## config.mk

```make
export PLATFORM = sky130hd
export DESIGN_NAME = fetch_sequencer_flat
export DESIGN_NICKNAME = d
export VERILOG_FILES = /design/src/rtl/fetch_sequencer_pkg.sv /design/src/rtl/fetch_sequencer_if.sv /design/src/rtl/fetch_queue.sv /design/src/rtl/fetch_sequencer.sv /design/src/flat_wrapper.sv
export SDC_FILE = /design/constraint.sdc
export NUM_CORES = 1
export LEC_CHECK = 0
export BUFFER_PORTS_ARGS = -buffer_cell sky130_fd_sc_hd__buf_2
export CAP_MARGIN = 20
export CORE_MARGIN = 2
export CORE_UTILIZATION = 25
export CTS_CLUSTER_SIZE = 25
export DETAILED_ROUTE_END_ITERATION = 16
export PLACE_DENSITY = 0.48
export SKIP_LAST_GASP = 1
export SLEW_MARGIN = 20
export SYNTH_ARGS = -nofsm -noshare
export SYNTH_HDL_FRONTEND = slang
export SYNTH_HIERARCHICAL = 1
export SYNTH_SLANG_ARGS = --single-unit
```

## constraint.sdc

```tcl
create_clock -name clk -period 2.7 [get_ports clk]
set_input_delay 0.675 -clock clk [delete_from_list [all_inputs] [get_ports clk]]
set_output_delay 0.675 -clock clk [all_outputs]
set_load 0.02 [all_outputs]
```

## src/rtl/fetch_sequencer_pkg.sv

```systemverilog
// Shared definitions for the instruction-fetch controller: widths, opcode
// constants, the controller state encoding and the fetch-queue entry layout.
package fetch_sequencer_pkg;

  localparam int PC_W   = 4;
  localparam int INST_W = 16;

  localparam logic [3:0] OP_NOP  = 4'h0;
  localparam logic [3:0] OP_ADDI = 4'h1;
  localparam logic [3:0] OP_OUT  = 4'hF;

  typedef enum logic [2:0] {
    ST_IDLE,
    ST_RUN,
    ST_STEP,
    ST_DRAIN,
    ST_HALTED
  } fetch_state_t;

  // One queued instruction together with the address it came from.
  typedef struct packed {
    logic [PC_W-1:0]   pc;
    logic [INST_W-1:0] data;
  } fetch_entry_t;

  // Sequential successor address; wraps naturally at the top of the ROM.
  function automatic logic [PC_W-1:0] pc_next(input logic [PC_W-1:0] pc);
    return pc + PC_W'(1);
  endfunction

endpackage

```

## src/rtl/fetch_sequencer_if.sv

```systemverilog
// ROM-side and decode-side signals of the fetch controller. The master
// modport is the fetch controller; the slave modport is the ROM plus the
// decode stage.
interface fetch_sequencer_if;
  import fetch_sequencer_pkg::*;

  logic [PC_W-1:0]   rom_addr;
  logic [INST_W-1:0] rom_data;
  logic              inst_valid;
  logic              inst_ready;
  logic [INST_W-1:0] inst_data;
  logic [PC_W-1:0]   inst_pc;

  modport master (
    output rom_addr,
    input  rom_data,
    output inst_valid,
    input  inst_ready,
    output inst_data,
    output inst_pc
  );

  modport slave (
    input  rom_addr,
    output rom_data,
    input  inst_valid,
    output inst_ready,
    input  inst_data,
    input  inst_pc
  );

endinterface

```

## src/rtl/fetch_queue.sv

```systemverilog
// Two-entry FIFO holding fetched instructions. Slot 0 is always the head so
// the decode-facing outputs come straight from a register. Flush empties the
// queue regardless of push/pop in the same cycle.
module fetch_queue
  import fetch_sequencer_pkg::*;
(
  input  logic         clk,
  input  logic         rst_n,
  input  logic         push,
  input  fetch_entry_t push_entry,
  input  logic         pop,
  input  logic         flush,
  output logic [1:0]   count,
  output logic         head_valid,
  output fetch_entry_t head
);

  fetch_entry_t slot0;
  fetch_entry_t slot1;
  logic [1:0]   cnt;
  logic         do_pop;

  assign do_pop = pop && (cnt != 2'd0);

  // Slot/count update: push fills the first free slot, pop shifts slot 1 down.
  always_ff @(posedge clk or negedge rst_n) begin
    if (!rst_n) begin
      slot0 <= '0;
      slot1 <= '0;
      cnt   <= 2'd0;
    end else if (flush) begin
      cnt <= 2'd0;
    end else begin
      case ({push, do_pop})
        2'b10: begin
          if (cnt != 2'd2) begin
            if (cnt == 2'd0) slot0 <= push_entry;
            else             slot1 <= push_entry;
            cnt <= cnt + 2'd1;
          end
        end
        2'b01: begin
          slot0 <= slot1;
          cnt   <= cnt - 2'd1;
        end
        2'b11: begin
          if (cnt == 2'd1) begin
            slot0 <= push_entry;
          end else begin
            slot0 <= slot1;
            slot1 <= push_entry;
          end
        end
        default: ;
      endcase
    end
  end

  assign count      = cnt;
  assign head_valid = (cnt != 2'd0);
  assign head       = slot0;

endmodule

```

## src/rtl/fetch_sequencer.sv

```systemverilog
// Instruction-fetch controller: owns the PC, addresses the program ROM and
// feeds a 2-entry queue toward decode. Supports free-run, single-step,
// redirect and drain-to-halt.
module fetch_sequencer
  import fetch_sequencer_pkg::*;
(
  input  logic            clk,
  input  logic            rst_n,
  input  logic            run,
  input  logic            step,
  input  logic            halt_req,
  input  logic            redirect_valid,
  input  logic [PC_W-1:0] redirect_pc,
  output logic            halted,
  output logic            wrapped,
  fetch_sequencer_if.master bus
);

  fetch_state_t    state;
  fetch_state_t    next_state;
  logic [PC_W-1:0] pc;
  logic [1:0]      count;
  logic            head_valid;
  fetch_entry_t    head;
  fetch_entry_t    push_entry;
  logic            pop;
  logic            redirect_act;
  logic            fetch;

  assign pop        = head_valid && bus.inst_ready;
  assign push_entry = '{pc: pc, data: bus.rom_data};

  // Decide redirect, fetch and the next controller state for this cycle.
  always_comb begin
    next_state   = state;
    redirect_act = 1'b0;
    fetch        = 1'b0;

    if (state != ST_DRAIN && state != ST_HALTED) begin
      redirect_act = redirect_valid;
    end

    if ((state == ST_RUN || state == ST_STEP) && !redirect_act &&
        (count != 2'd2 || pop)) begin
      fetch = 1'b1;
    end

    case (state)
      ST_IDLE: begin
        if (halt_req)  next_state = ST_DRAIN;
        else if (run)  next_state = ST_RUN;
        else if (step) next_state = ST_STEP;
      end
      ST_RUN: begin
        if (halt_req)  next_state = ST_DRAIN;
        else if (!run) next_state = ST_IDLE;
      end
      ST_STEP: begin
        if (halt_req)   next_state = ST_DRAIN;
        else if (fetch) next_state = ST_IDLE;
      end
      ST_DRAIN: begin
        if (count == 2'd0) next_state = ST_HALTED;
      end
      ST_HALTED: next_state = ST_HALTED;
      default:   next_state = ST_IDLE;
    endcase
  end

  // Controller state register.
  always_ff @(posedge clk or negedge rst_n) begin
    if (!rst_n) state <= ST_IDLE;
    else        state <= next_state;
  end

  // Program counter and the registered wrap pulse.
  always_ff @(posedge clk or negedge rst_n) begin
    if (!rst_n) begin
      pc      <= '0;
      wrapped <= 1'b0;
    end else begin
      wrapped <= fetch && (pc == {PC_W{1'b1}});
      if (redirect_act) pc <= redirect_pc;
      else if (fetch)   pc <= pc_next(pc);
    end
  end

  fetch_queue u_queue (
    .clk        (clk),
    .rst_n      (rst_n),
    .push       (fetch),
    .push_entry (push_entry),
    .pop        (pop),
    .flush      (redirect_act),
    .count      (count),
    .head_valid (head_valid),
    .head       (head)
  );

  assign bus.rom_addr   = pc;
  assign bus.inst_valid = head_valid;
  assign bus.inst_data  = head.data;
  assign bus.inst_pc    = head.pc;
  assign halted         = (state == ST_HALTED);

endmodule

```

## src/flat_wrapper.sv

```systemverilog
// flat-port wrapper written by rule: the top's interface ports become plain ports
module fetch_sequencer_flat import fetch_sequencer_pkg::*;
  (clk, rst_n, run, step, halt_req, redirect_valid, redirect_pc, halted, wrapped, bus_rom_addr, bus_rom_data, bus_inst_valid, bus_inst_ready, bus_inst_data, bus_inst_pc);
  fetch_sequencer_if bus_i ();
  input  logic clk;
  input  logic rst_n;
  input  logic run;
  input  logic step;
  input  logic halt_req;
  input  logic redirect_valid;
  input  logic [PC_W-1:0] redirect_pc;
  output logic halted;
  output logic wrapped;
  output wire logic [$bits(bus_i.rom_addr)-1:0] bus_rom_addr;
  input wire logic [$bits(bus_i.rom_data)-1:0] bus_rom_data;
  output wire logic [$bits(bus_i.inst_valid)-1:0] bus_inst_valid;
  input wire logic [$bits(bus_i.inst_ready)-1:0] bus_inst_ready;
  output wire logic [$bits(bus_i.inst_data)-1:0] bus_inst_data;
  output wire logic [$bits(bus_i.inst_pc)-1:0] bus_inst_pc;
  assign bus_rom_addr = bus_i.rom_addr;
  assign bus_i.rom_data = bus_rom_data;
  assign bus_inst_valid = bus_i.inst_valid;
  assign bus_i.inst_ready = bus_inst_ready;
  assign bus_inst_data = bus_i.inst_data;
  assign bus_inst_pc = bus_i.inst_pc;
  fetch_sequencer u_core (.clk(clk), .rst_n(rst_n), .run(run), .step(step), .halt_req(halt_req), .redirect_valid(redirect_valid), .redirect_pc(redirect_pc), .halted(halted), .wrapped(wrapped), .bus(bus_i));
endmodule
```

==> results list <==
- Arrival time reported for the critical path endpoint: 2.60 ns
* Maximum single-stage delay on the critical path: 0.47 ns
- Synthesized Nets: 240
- Count of buffers from port buffering: 53
- Register area share after synthesis: 50.5%
* Critical Path RT: 2.93 ns
- Global-route wire length before repair: 8980 microns
* Setup repair after global routing missed its margin: no
- FMAX: 421 MHz
* DRT Pass-1 Iters: 4
- Routed via count: 1689
- Number of rows created at floorplan: 36
- The via count of the first global-routing pass is 1807.
- For this run the aggregate overflow at the end of global routing stands at 0.
* CTS tree: yes
- Counting the fill cells in the layout gives 1002.
- The clock passes through at most 2 buffers.
- Netlist area before placement: 2480 sq um
- The run finished with clean final reports.
* Final number of max-transition violations: 0
- Clock buffer count from CTS: 5
* Worst setup path end: u_core/u_queue/head[12]
- Gates resized during post-CTS repair numbered 0.
* Number of hold buffers added after cts: 0
- Launching element of the worst setup path: u_core/state[1]
- After detailed routing, the number of remaining DRC violations is 0.
- The worst register-to-register path has a setup slack of 0.32 ns.
- STA classifies the critical path startpoint as a flop.
- Register bit count reported by yosys: 50
- In this run the critical register-to-register path is captured at u_core/u_queue/head[12].
- Pin placement for this block handled 54 I/O pins.
- Summed over all cells, the static leakage comes to 1.54 nW.
- Initial Util: 25.6%
* Setup violations, final: 0
- Number of buffer and inverter instances along the worst setup path: 2
- The cell count after synthesis came out at 209.
* Total Routed Length: 5220 microns
* Most common library cell in the layout ignoring fill and taps: sky130_fd_sc_hd__buf_2
- Synthesis-to-finish area growth: 23.5%
- The first routing iteration left 48 violations.
- Max capacitance violation total: 0
* Detailed placement HPWL: 3660 microns
- Final antenna-violating net count: 0
- In the layout the commonest cells are 53 x sky130_fd_sc_hd__buf_2, 50 x sky130_fd_sc_hd__dfrtp_1, 35 x sky130_fd_sc_hd__nor2_1.
- Broken down by cell family, the worst path's largest delay share belongs to simple AND/OR/NAND/NOR gates.
- Via density per instance: 4.22
* Width of the die: 104 microns
- Count of cells along the worst register-to-register path: 10
- Final worst path period share: 88.0%
- Final Skew: 0.00384 ns
* Core Region: 9680 sq um
* Worst Setup End Kind: flop
- After clock tree synthesis, the clock-pin slew on the worst setup and hold paths is 0.09 ns.
- The worst pin sits at a relative slew slack of 45.6%.
- Wire segments on met2 add up to 2440 microns in the final route.
* Total count of hold-check failures in the final report: 0
* Total length of routed met3 wires: 137 microns
* Maximum fanout along the worst path: 40
- Measured on the finished design, the core utilization comes to 31.6%.
- For this run, the total global-route usage over all layers was measured as 10.3%.
- Top Layer Used: met4
- Critical register-to-register path startpoint: u_core/state[1]
* Area of the die: 10700 sq um
- Entering global routing, the biggest net connects 41 pins.
* Power per cell area: 1240 nW/um^2
- Number of antenna violations at the first check in global routing: 0
- DIE HEIGHT: 104 microns
- The repair_antennas step left the layout with diodes totalling 0.
* Worst ir drop on vdd: 335 uV
* Number of synthesis warnings: 6
* Insertion delay to the later sink of the worst-skew pair: 0.30 ns
* Layout cell share with drive strength beyond 1: 37.1%
- The critical path runs through a total of 10 cells.
* Worst-margin pin slew: 0.816 ns
* Cell chosen for the clock root: sky130_fd_sc_hd__clkbuf_8
- The smallest clock period supported by the final layout is computed as 2.38 ns.
* NumNets Final: 297
- Path type of the worst min-delay path: in -> async
* Routability-driven placement congestion ratio: 0.776
- The synthesized netlist contains 36 unique library cells.
- Averaged over all synthesized cells, the footprint is 11.9 sq um.
- The signal on the critical path passes through or3b_1 > inv_1 > nor2_1 > nand2_2 > and2_1 > nand3b_1 > a21oi_4 > buf_12 > nor2_1 > a21oi_1.
- The critical path is of the reg -> reg type.
- In this run the post-CTS setup repair buffer count came out at 0.
- After detailed placement, the design holds a cell count of 392.
- Leaving out filler cells and counting taps, the final layout contains 400.
- Highest-delay cell along the critical path: sky130_fd_sc_hd__dfrtp_1
- Dominant cell type by count on the critical path: sky130_fd_sc_hd__nor2_1
* Final sum of negative setup slack: 0 ns
* CTS H-tree depth: 2
* DR WL/cell: 13.0 microns
- Routed length on met1: 2580 microns
* Clock sink count: 50
==> cell type report <==
type	instances	area, sq um	area share [%]
flip-flops and latches	50	1250	40.9
clock inverters	2	60.1	1.96
inverters	6	22.5	0.736
multi-input cells	143	1130	37.1
well taps	133	166	5.44
clock buffers	6	82.6	2.70
repair buffers	60	343	11.2
==> how the worst min path moves through the flow <==
stage                            startpoint                        to  cells after the start
finish                                rst_n   u_core/u_queue/head[12]                      1
global route                          rst_n   u_core/u_queue/head[12]                      1
CTS                                   rst_n  u_core/u_queue/slot1[14]                      1
detailed placement  u_core/u_queue/slot1[8]   u_core/u_queue/slot1[8]                      1
global placement    u_core/u_queue/slot1[2]   u_core/u_queue/slot1[2]                      1
floorplan                             rst_n    u_core/bus.rom_addr[0]                      0
==> flip-flops by register name (all words and copies together), names as in the netlist <==
signal	cells
u_core/u_queue/head	20
u_core/wrapped	1
u_core/u_queue/slot1	20
u_core/bus.rom_addr	4
u_core/u_queue/count	2
u_core/state	3
==> power by group <==
part | total, mW | internal, mW | switching (mW)
Clock | 0.643 | 0.395 | 0.248
Combinational | 1.77 | 0.847 | 0.924
Sequential | 1.38 | 1.12 | 0.261
Total | 3.80 | 2.36 | 1.43
==> metal layers <==
metal / up-vias / GRT usage (%)
met1: 812 / 13.7
met3: 5 / 2.01
li1: 842 / -
met2: 30 / 16.7
met4: 0 / 3.86
met5: - / 0
==> cell usage after synthesis, drive strengths merged <==
library cell  count  area share, %
and2              1           0.25
or4b              1           0.40
and3b             1           0.40
xor2              2           0.71
nor2             35            5.3
a32oi             1           0.66
a21o              1           0.30
xnor2             2           0.71
ha                4            2.0
inv               6           0.91
or3               1           0.30
nand2             3           0.56
o21ai             3           0.61
a21oi            28            5.8
nor2b             1           0.25
nand3b            2           0.61
mux2i            23            9.3
nor3              1           0.20
a211oi            3            1.1
o21a              1           0.30
buf              10            3.3
or3b              1           0.35
dfrtp            50             51
mux2             21             13
and4              1           0.35
o221ai            1           0.61
o41ai             1           0.35
nand2b            2           0.81
nand3             1           0.20
nand4             1           0.25
==> cells by family (layout without fill, tap and decap cells) <==
| group | count (synthesis) | after routing | share of synthesized area (%) |
|---|---|---|---|
| and+or+nand+nor | 52 | 52 | 10.3 |
| muxes | 44 | 44 | 21.9 |
| adders and majority gates | 4 | 4 | 2.02 |
| DFF | 50 | 50 | 50.5 |
| xor gates and xnor gates | 4 | 4 | 1.41 |
| buffers and inverters | 16 | 74 | 4.19 |
| AOI/OAI and AO/OA | 39 | 39 | 9.75 |
==> stage by stage <==
stage	total power, mW	cell area, sq um	hold slack [ns]	setup slack [ns]
finish	3.80	3060	0.460	0.324
global route	4.09	3060	0.506	0.0698
CTS	3.86	3060	0.485	0.304
detailed placement	3.19	2920	0.491	0.329
global placement	3.17	2920	0.489	0.316
floorplan	2.69	2480	0.379	0.343
Power figures use the tool's default switching activity.
